<file path="config.mk">
export PLATFORM = sky130hd
export DESIGN_NAME = btn_conditioner
export DESIGN_NICKNAME = d
export VERILOG_FILES = /design/src/rtl/btn_pkg.sv /design/src/rtl/btn_sync.sv /design/src/rtl/btn_conditioner.sv
export SDC_FILE = /design/constraint.sdc
export NUM_CORES = 1
export LEC_CHECK = 0
export ABC_AREA = 1
export CORE_AREA = 3 3 80 82
export DETAILED_ROUTE_END_ITERATION = 7
export DIE_AREA = 0 0 83 85
export PLACE_DENSITY = 0.65
export SLEW_MARGIN = 25
export SYNTH_ARGS = -nofsm -noshare
export SYNTH_HDL_FRONTEND = slang
export SYNTH_HIERARCHICAL = 1
export SYNTH_SLANG_ARGS = --single-unit
</file>
<file path="constraint.sdc">
create_clock -name clk -period 2 [get_ports clk]
set_input_delay 0.2 -clock clk [delete_from_list [all_inputs] [get_ports clk]]
set_output_delay 0.2 -clock clk [all_outputs]
set_load 0.01 [all_outputs]
</file>
<file path="src/rtl/btn_pkg.sv">
// Shared types and default timing constants for the push-button conditioner.
package btn_pkg;

    typedef enum logic [1:0] {
        IDLE       = 2'd0,
        DB_PRESS   = 2'd1,
        HELD       = 2'd2,
        DB_RELEASE = 2'd3
    } btn_state_e;

    localparam int unsigned DEBOUNCE_CYCLES_DEF = 32'd8;
    localparam int unsigned REPEAT_DELAY_DEF    = 32'd64;
    localparam int unsigned REPEAT_PERIOD_DEF   = 32'd16;

endpackage

</file>
<file path="src/rtl/btn_sync.sv">
// Two-flop synchroniser bringing the raw asynchronous button level into the clk domain.
module btn_sync (
    input  logic clk,
    input  logic rst,
    input  logic d,
    output logic q
);

    logic ff1_r;
    logic ff2_r;

    // Two-stage metastability filter, cleared by the synchronous reset.
    always_ff @(posedge clk) begin
        if (rst) begin
            ff1_r <= 1'b0;
            ff2_r <= 1'b0;
        end else begin
            ff1_r <= d;
            ff2_r <= ff1_r;
        end
    end

    assign q = ff2_r;

endmodule

</file>
<file path="src/rtl/btn_conditioner.sv">
// Turns a bouncy push-button into a debounced level, a press pulse, auto-repeat
// pulses while held, and a wrapping count of accepted presses.
module btn_conditioner
    import btn_pkg::*;
#(
    parameter int unsigned DEBOUNCE_CYCLES = DEBOUNCE_CYCLES_DEF,
    parameter int unsigned REPEAT_DELAY    = REPEAT_DELAY_DEF,
    parameter int unsigned REPEAT_PERIOD   = REPEAT_PERIOD_DEF,
    parameter int unsigned CNT_W           = 32'd16
) (
    input  logic       clk,
    input  logic       rst,
    input  logic       btn,
    output logic       press,
    output logic       hold,
    output logic       repeat_p,
    output logic [7:0] press_count
);

    localparam logic [CNT_W-1:0] DB_LAST     = CNT_W'(DEBOUNCE_CYCLES - 32'd1);
    localparam logic [CNT_W-1:0] DELAY_LAST  = CNT_W'(REPEAT_DELAY - 32'd1);
    localparam logic [CNT_W-1:0] PERIOD_LAST = CNT_W'(REPEAT_PERIOD - 32'd1);
    localparam logic             REPEAT_EN   = (REPEAT_DELAY != 32'd0);

    logic             s_s;
    btn_state_e       state_r, state_s;
    logic [CNT_W-1:0] dcnt_r, dcnt_s;
    logic [CNT_W-1:0] rcnt_r, rcnt_s;
    logic [CNT_W-1:0] rep_last_s;
    logic             first_rep_r, first_rep_s;
    logic             press_r, press_s;
    logic             hold_r, hold_s;
    logic             repeat_r, repeat_s;
    logic [7:0]       press_count_r, press_count_s;

    btn_sync u_sync (
        .clk (clk),
        .rst (rst),
        .d   (btn),
        .q   (s_s)
    );

    // State, counters and registered outputs.
    always_ff @(posedge clk) begin
        if (rst) begin
            state_r       <= IDLE;
            dcnt_r        <= '0;
            rcnt_r        <= '0;
            first_rep_r   <= 1'b0;
            press_r       <= 1'b0;
            hold_r        <= 1'b0;
            repeat_r      <= 1'b0;
            press_count_r <= 8'd0;
        end else begin
            state_r       <= state_s;
            dcnt_r        <= dcnt_s;
            rcnt_r        <= rcnt_s;
            first_rep_r   <= first_rep_s;
            press_r       <= press_s;
            hold_r        <= hold_s;
            repeat_r      <= repeat_s;
            press_count_r <= press_count_s;
        end
    end

    // Next-state logic; pulses default low so they can only last one cycle.
    always_comb begin
        state_s       = state_r;
        dcnt_s        = dcnt_r;
        rcnt_s        = rcnt_r;
        first_rep_s   = first_rep_r;
        press_s       = 1'b0;
        hold_s        = hold_r;
        repeat_s      = 1'b0;
        press_count_s = press_count_r;
        rep_last_s    = first_rep_r ? DELAY_LAST : PERIOD_LAST;

        case (state_r)
            IDLE: begin
                if (s_s) begin
                    state_s = DB_PRESS;
                    dcnt_s  = '0;
                end else begin
                    state_s = IDLE;
                end
            end
            DB_PRESS: begin
                if (!s_s) begin
                    state_s = IDLE;
                end else if (dcnt_r == DB_LAST) begin
                    state_s       = HELD;
                    press_s       = 1'b1;
                    hold_s        = 1'b1;
                    press_count_s = press_count_r + 8'd1;
                    rcnt_s        = '0;
                    first_rep_s   = 1'b1;
                end else begin
                    dcnt_s = dcnt_r + CNT_W'(1);
                end
            end
            HELD: begin
                if (!s_s) begin
                    state_s = DB_RELEASE;
                    dcnt_s  = '0;
                end else if (REPEAT_EN) begin
                    if (rcnt_r == rep_last_s) begin
                        repeat_s    = 1'b1;
                        rcnt_s      = '0;
                        first_rep_s = 1'b0;
                    end else begin
                        rcnt_s = rcnt_r + CNT_W'(1);
                    end
                end else begin
                    rcnt_s = rcnt_r;
                end
            end
            DB_RELEASE: begin
                // rcnt/first_rep untouched here so a rejected release resumes the cadence
                if (s_s) begin
                    state_s = HELD;
                end else if (dcnt_r == DB_LAST) begin
                    state_s = IDLE;
                    hold_s  = 1'b0;
                end else begin
                    dcnt_s = dcnt_r + CNT_W'(1);
                end
            end
            default: begin
                state_s = IDLE;
                hold_s  = 1'b0;
            end
        endcase
    end

    assign press       = press_r;
    assign hold        = hold_r;
    assign repeat_p    = repeat_r;
    assign press_count = press_count_r;

endmodule

</file>
==> summary.txt, run 1 <==
Run status
  • Status: finished, final reports clean

Power and ir drop
  • Switching part of the total power: 21.58%
  • PD cells: between 500 and 600 nW/um^2
  • Clock power share: between 40% and 50%
  • Seq pwr share: 56.0%
  • Internal cell power: about 1300 uW
  • P_leak: around 0.0011 uW
  • Worst VDD drop: 0.2957 mV
  • Sw Pwr: ~370 uW
  • Comb power frac: 3.2%

Flow run
  • Max_cap viols: 0

STA
  • Clk_skew: 8.184 ps
  • Final worst setup slack: 228.2 ps
  • Tcrit/Tclk final: between 80% and 90%
  • Final hold violation count: 0
  • Total Neg Setup Slack: 0 ps
  • Min Tclk post-route: about 1800 ps
  • Slew headroom: around 73%
  • Slew Viols, Final: 0
  • RSZ-0062 raised after global routing: false
  • Fmax: 564.4 MHz
  • # setup viols final: 0
  • Worst Tran Pin Value: 406.5 ps

Worst hold path
  • Worst min-delay path category: flop to flop
  • Cell count of the worst hold path: 2
  • Hold Crit Start: u_sync/ff1_r
  • Worst Hold Path EP: u_sync/q

Finish
  • Area of the multi-input gates: 1559 sq um
  • Fillcell total: slightly below 600
  • ANT cells: 0
  • Fin cells: roughly 520
  • Share of cells above drive strength 1: 7.143%
  • Most common cell after layout, fill and taps aside: nand2_1
  • Net count, final: 453
  • Layout overhead on the synthesized area: 10.28%
  • Final Core Density: ~53%
  • Most frequent cells in the layout: nand2_1, nor2_1, dfxtp_1, inv_1, nand3_1
  • Storage cell area: about 960 sq um

Worst setup path
  • Critical path arrival: roughly 2000 ps
  • RR Startpoint: dcnt_r[0]
  • Reg2reg end: rcnt_r[5]
  • Crit path kind: flop to flop
  • CP Capture Type: flop
  • R2R Setup Slk: ~230 ps
  • R2R depth: 11
  • Crit-path max FO: 21
  • CP Launch Type: flop
  • WP data required: about 2200 ps

Clocking
  • Post-CTS Hold Buffers: 0
  • Clock transition at path regs: 90 ps
  • H-tree lvl count: 2
  • Clock Path Buffers: 2
  • Clock root buffer master: clkbuf_8
  • # Post-CTS Setup Buffers: 0
  • Later-pin clock latency in the skew report: 300 ps
  • CTS buffer count: 5
  • Clk sink count: 48
  • CTS tree: yes

Routing
  • Wire per inst: 11.93 um
  • Via count: ~2.6k
  • Post-DRT Antenna Nets: 0
  • Via density: between 5 and 6
  • Initial DRC count: 79
  • DRC errors left: 0
  • Iteration count of the initial detailed-routing pass: 4
  • Routed WL: 6238 um

Logic synthesis
  • Share of the synthesized area in the top cell type: approximately a third
  • Post-Syn Instances: 434
  • Yosys top cell by area: dfxtp_1
  • Synth Register Bits: 48
  • Top post-synthesis cells by area: dfxtp_1, nand2_1, nor2_1
  • Syn Area/Cell: 6.397 sq um
  • Syn nets: 440
  • Part of the Yosys area used for sequential elements: 34.61%
  • Post-Syn Area: 2776 sq um
  • Syn. warnings: 6
  • Synth cell types: 30

Placement
  • IO Port Bufs: 13
  • Setup Slack @ Placement: between 200 and 250 ps
  • Placed Cells: between 500 and 600
  • Final HPWL DP: 4566 um
  • Placer Congestion: 0.8619

Global route
  • GRT Residual Overflow: 0
  • Initial antenna violation count: 0
  • Largest net degree at the start of global routing: 27
  • First-pass GRT wire length: roughly 11000 um
  • GRT Overall Usage: a little under a fifth
  • Number of global-route vias before repair: 2334

Die
  • Core ar.: approximately 5800 sq um
  • Die area: around 7100 sq um
  • FP Rows: 28
  • Initial core utilization: between 40% and 50%
  • Die Span Y: between 80 and 90 um
  • IO Count: 14
  • Chip Width: between 80 and 90 um
==> critical path: stages (launching register included) <==
cell and delay, ps:
dfxtp_1 390, ha_2 250, nand2_2 70, clkinv_2 70
nand2_2 60, nor2_4 120, nand3_2 140, nand2_2 90
buf_4 240, nand3_1 100, nand3_1 80, nor2_1 60
==> cell usage after synthesis <==
master and count:
clkbuf_1 3, nand2_2 3, clkinv_2 1, xor2_1 4, nand3_4 1, nor3_1 4, buf_1 1, buf_2 3
inv_4 1, a21oi_1 28, buf_6 5, xnor2_1 2, nor2_1 90, a211oi_1 1, o21bai_1 2, o211ai_1 1
nand2_8 1, nor2_4 2, nand3_1 41, o21ai_1 1, dfxtp_1 48, nand3_2 2, nand2_1 102, nor2_2 8
inv_1 43, o21ai_0 10, ha_1 3, nand3b_1 1, nand4_1 21, o21a_1 1
==> layout make-up <==
| type | count | share of cell area (%) |
|---|---|---|
| inverters | 45 | 5.640 |
| flip-flops and latches | 48 | 31.39 |
| well taps | 75 | 3.065 |
| clock inverters | 2 | 1.144 |
| clock buffers | 6 | 2.370 |
| repair buffers | 18 | 5.476 |
| multi-input cells | 329 | 50.92 |
==> sequential cells by signal (all words and copies together) (netlist names), named ones only <==
| register | count |
|---|---|
| dcnt_r | 16 |
| first_rep_r | 1 |
| hold | 1 |
| press | 1 |
| press_count | 8 |
| rcnt_r | 16 |
| repeat_p | 1 |
| state_r | 1 |
| u_sync/ff1_r | 1 |
| u_sync/q | 1 |
==> worst max-delay path by stage <==
stage	from	to	slack [ps]	cells past startpoint
after detailed placement	dcnt_r[0]	rcnt_r[5]	220	11
after global placement	dcnt_r[0]	rcnt_r[6]	310	12
after global routing	dcnt_r[0]	rcnt_r[6]	30	12
after CTS	dcnt_r[0]	rcnt_r[5]	200	11
after floorplan	dcnt_r[0]	dcnt_r[14]	480	11
final	dcnt_r[0]	rcnt_r[5]	230	11
==> power by group through the flow <==
stage / Combinational, uW / Clock [uW] / Sequential [uW]
floorplan: 39.8 / 0 / 983
CTS: 55.7 / 724 / 961
finish: 54.9 / 700 / 961
global placement: 55.4 / 0 / 984
global route: 60.4 / 759 / 962
detailed placement: 55.4 / 0 / 984
==> cells by family after synthesis <==
group / after synthesis / share of synthesized area, %
adder cells (fa/ha/maj): 3 / 1.352
XOR/XNOR: 6 / 1.893
flip-flops: 48 / 34.61
AO/OA/AOI/OAI: 44 / 8.382
buffers and inverters: 57 / 9.328
AND/OR/NAND/NOR: 276 / 44.44
==> layer usage <==
| layer | vias to the layer above | global-route usage (%) | wire length [um] |
|---|---|---|---|
| li1 | 1419 | - | - |
| met1 | 1188 | 22.87 | 2994 |
| met2 | 20 | 31.05 | 3034 |
| met3 | 10 | 3.204 | 106 |
| met4 | 0 | 7.132 | 103 |
| met5 | - | 0 | 0 |
==> stage by stage <==
step,hold WS [ps],total power [uW],area [sq um]
after floorplan,271.2,1023,2776
after global routing,423.1,1782,3062
after detailed placement,399.7,1039,2952
after global placement,398.6,1039,2952
after CTS,413.1,1741,3059
final,410.5,1716,3062
==> what timing repair did <==
action	CTS	global route
endpoints found under the setup margin	0	3
resized for setup	0	1
endpoints found under the hold margin	0	0
Power figures use the tool's default switching activity.
==> run 2, diff against run 1 <==
- CORE_AREA: 3 3 80 82 -> 2 2 79 81
- DIE_AREA: 0 0 83 85 -> 0 0 81 83
==> run 2 against run 1 <==
Net effect: sequential cell count did not move; combinational power increased by 2%; clock skew is 1.1 ps higher; non-clock buffer count up 1; sequential share of layout area grew 0.18 points; clock power decreased by 21%; sequential power hardly changed; hold slack about the same; routed wire length increased by 0.61%.
==> summary.txt, run 2 (synthesis results as in run 1) <==
Global route
  • Number of global-route vias before repair: 2489 (was 2334)
  • Largest net degree at the start of global routing: 19 (was 27)
  • First-pass GRT wire length: 10700 um (was 10640 um)
  • GRT Overall Usage: 19.57% (was 18.18%)
  • Initial antenna violation count: 0 (unchanged)
  • GRT Residual Overflow: 0 (unchanged)

Clocking
  • CTS buffer count: 5 (unchanged)
  • Later-pin clock latency in the skew report: 300 ps (about the same)
  • Clock Path Buffers: 2 (unchanged)
  • H-tree lvl count: 2 (unchanged)
  • Clock root buffer master: clkbuf_8 (unchanged)
  • Clk sink count: 48 (unchanged)
  • CTS tree: yes (unchanged)
  • Clock transition at path regs: 90 ps (about the same)

Flow run
  • Max_cap viols: 0 (unchanged)

Run status
  • Status: finished, final reports clean (unchanged)

Power and ir drop
  • Seq pwr share: 61.1% (was 56.0%)
  • PD cells: 516.6 nW/um^2 (was 560.6 nW/um^2)
  • Comb power frac: 3.6% (was 3.2%)
  • Sw Pwr: 358.3 uW (was 370.3 uW)
  • Clock power share: 35.3% (was 40.8%)
  • Worst VDD drop: 0.3947 mV (was 0.2957 mV)
  • Internal cell power: 1214 uW (was 1346 uW)
  • Switching part of the total power: 22.79% (was 21.58%)
  • P_leak: 0.001133 uW (was 0.001142 uW)

Worst setup path
  • Crit path kind: flop to flop (unchanged)
  • WP data required: 2230 ps (was 2200 ps)
  • R2R Setup Slk: 230 ps (about the same)
  • Reg2reg end: rcnt_r[15] (was rcnt_r[5])
  • CP Launch Type: flop (unchanged)
  • Critical path arrival: 2000 ps (was 1970 ps)
  • Crit-path max FO: 13 (was 21)
  • CP Capture Type: flop (unchanged)
  • RR Startpoint: dcnt_r[0] (unchanged)
  • CP Launch Point: dcnt_r[0] (unchanged)
  • R2R depth: 10 (was 11)

Worst hold path
  • Hold Crit Start: u_sync/ff1_r (unchanged)
  • Cell count of the worst hold path: 2 (unchanged)
  • Worst min-delay path category: flop to flop (unchanged)
  • Worst Hold Path EP: u_sync/q (unchanged)

Finish
  • Fin cells: 523 (unchanged)
  • Design area: 3044 sq um (was 3062 sq um)
  • Most common cell after layout, fill and taps aside: nand2_1 (unchanged)
  • ANT cells: 0 (unchanged)
  • Layout overhead on the synthesized area: 9.644% (was 10.28%)
  • Net count, final: 454 (was 453)
  • Final Core Density: 52.35% (was 52.65%)
  • Share of cells above drive strength 1: 7.143% (unchanged)
  • Most frequent cells in the layout: nand2_1, nor2_1, dfxtp_1, inv_1, nand3_1 (unchanged)

Placement
  • Area after DPL: 2959 sq um (was 2952 sq um)
  • Placer Congestion: 0.8395 (was 0.8619)
  • Final HPWL DP: 4658 um (was 4566 um)
  • IO Port Bufs: 13 (unchanged)
  • Placed Cells: 516 (was 515)

STA
  • Slew Viols, Final: 0 (unchanged)
  • Fmax: 563.5 MHz (was 564.4 MHz)
  • Tcrit/Tclk final: 88.74% (was 88.59%)
  • # setup viols final: 0 (unchanged)
  • Worst Tran Pin Value: 401.7 ps (was 406.5 ps)
  • Total Neg Setup Slack: 0 ps (unchanged)
  • Slew headroom: 73.16% (was 72.83%)
  • Min Tclk post-route: 1775 ps (was 1772 ps)
  • Clk_skew: 9.301 ps (was 8.184 ps)
  • RSZ-0062 raised after global routing: false (unchanged)
  • Final hold violation count: 0 (unchanged)
  • Min Hold Slack: 410.9 ps (was 410.5 ps)

Routing
  • Routed WL: 6276 um (was 6238 um)
  • DRC errors left: 0 (unchanged)
  • Initial DRC count: 92 (was 79)
  • Via count: 2668 (was 2637)
  • Post-DRT Antenna Nets: 0 (unchanged)
  • Iteration count of the initial detailed-routing pass: 5 (was 4)
  • Wire per inst: 12.00 um (was 11.93 um)
  • Via density: 5.101 (was 5.042)

Die
  • Die area: 6723 sq um (was 7055 sq um)
  • Die Span Y: 83 um (was 85 um)
  • IO Count: 14 (unchanged)
  • Chip Width: 81 um (was 83 um)
  • FP Rows: 28 (unchanged)
  • Initial core utilization: 47.74% (unchanged)
  • Core ar.: 5816 sq um (unchanged)
## run 2: cell count changes in the layout (fill, tap and decap cells not counted)
cell / before / now
buf_4: 5 / 6
bufinv_16: 1 / 0
nand2_2: 3 / 2
nand2_4: 0 / 1
## run 2: critical path: stages (launching register included)
cell,delay [ps]
dfxtp_1,390
ha_2,240
nand2_2,70
clkinv_2,70
nand2_2,60
nor2_4,120
nand3_2,150
nand2_4,170
buf_4,200
nand4_1,90
a21oi_1,140
## run 2: final cells by class
| cell class | instances | area [sq um] |
|---|---|---|
| clock buffer | 6 | 72.57 |
| timing repair buffer | 19 | 175.2 |
| inverter | 45 | 172.7 |
| sequential | 48 | 960.9 |
| fill | 618 | 2771 |
| multi-input combinational | 329 | 1564 |
| tap | 75 | 93.84 |
| clock inverter | 1 | 5.005 |
## run 2: worst max path at each step
| stage | to | cells after the start |
|---|---|---|
| 5_1_grt | rcnt_r[15] | 10 |
| 4_1_cts | rcnt_r[0] | 10 |
| 2_1_floorplan | dcnt_r[14] | 11 |
| 6_report | rcnt_r[15] | 10 |
| 3_3_place_gp | rcnt_r[0] | 10 |
| 3_5_place_dp | rcnt_r[0] | 10 |
## run 2: timing repair
action	in CTS	in global routing
buffers inserted	0	0
hold buffers	0	0
endpoints found under the setup margin	0	13
resized for setup	0	2
## run 2: metal layers
metal | global-route usage [%] | share of wire [%] | vias to the layer above
li1 | - | - | 1421
met1 | 23.75 | 46 | 1185
met2 | 34.41 | 48 | 49
met3 | 3.043 | 2.7 | 13
met4 | 6.626 | 2.3 | 0
met5 | 0 | 0 | -
## run 2: power by group through the flow
stage | Clock (uW) | Combinational [uW] | Sequential (uW)
floorplan | 0 | 39.8 | 983
global placement | 0 | 55.6 | 983
detailed placement | 0 | 56.3 | 984
CTS | 572 | 56.5 | 961
global route | 611 | 61.4 | 962
finish | 556 | 56.1 | 961
## run 2: through the flow
step | total power, uW | setup slack, ps
3_3_place_gp | 1039 | 227.6
4_1_cts | 1590 | 141.0
2_1_floorplan | 1023 | 476.0
6_report | 1573 | 225.2
5_1_grt | 1634 | 38.01
3_5_place_dp | 1040 | 172.9
==> run 3, diff against run 2 <==
- ABC_CLOCK_PERIOD_IN_PS: default -> 2000
==> results of run 3 <==
Same layout as run 2: the final DEF is identical, and so are final timing and power.
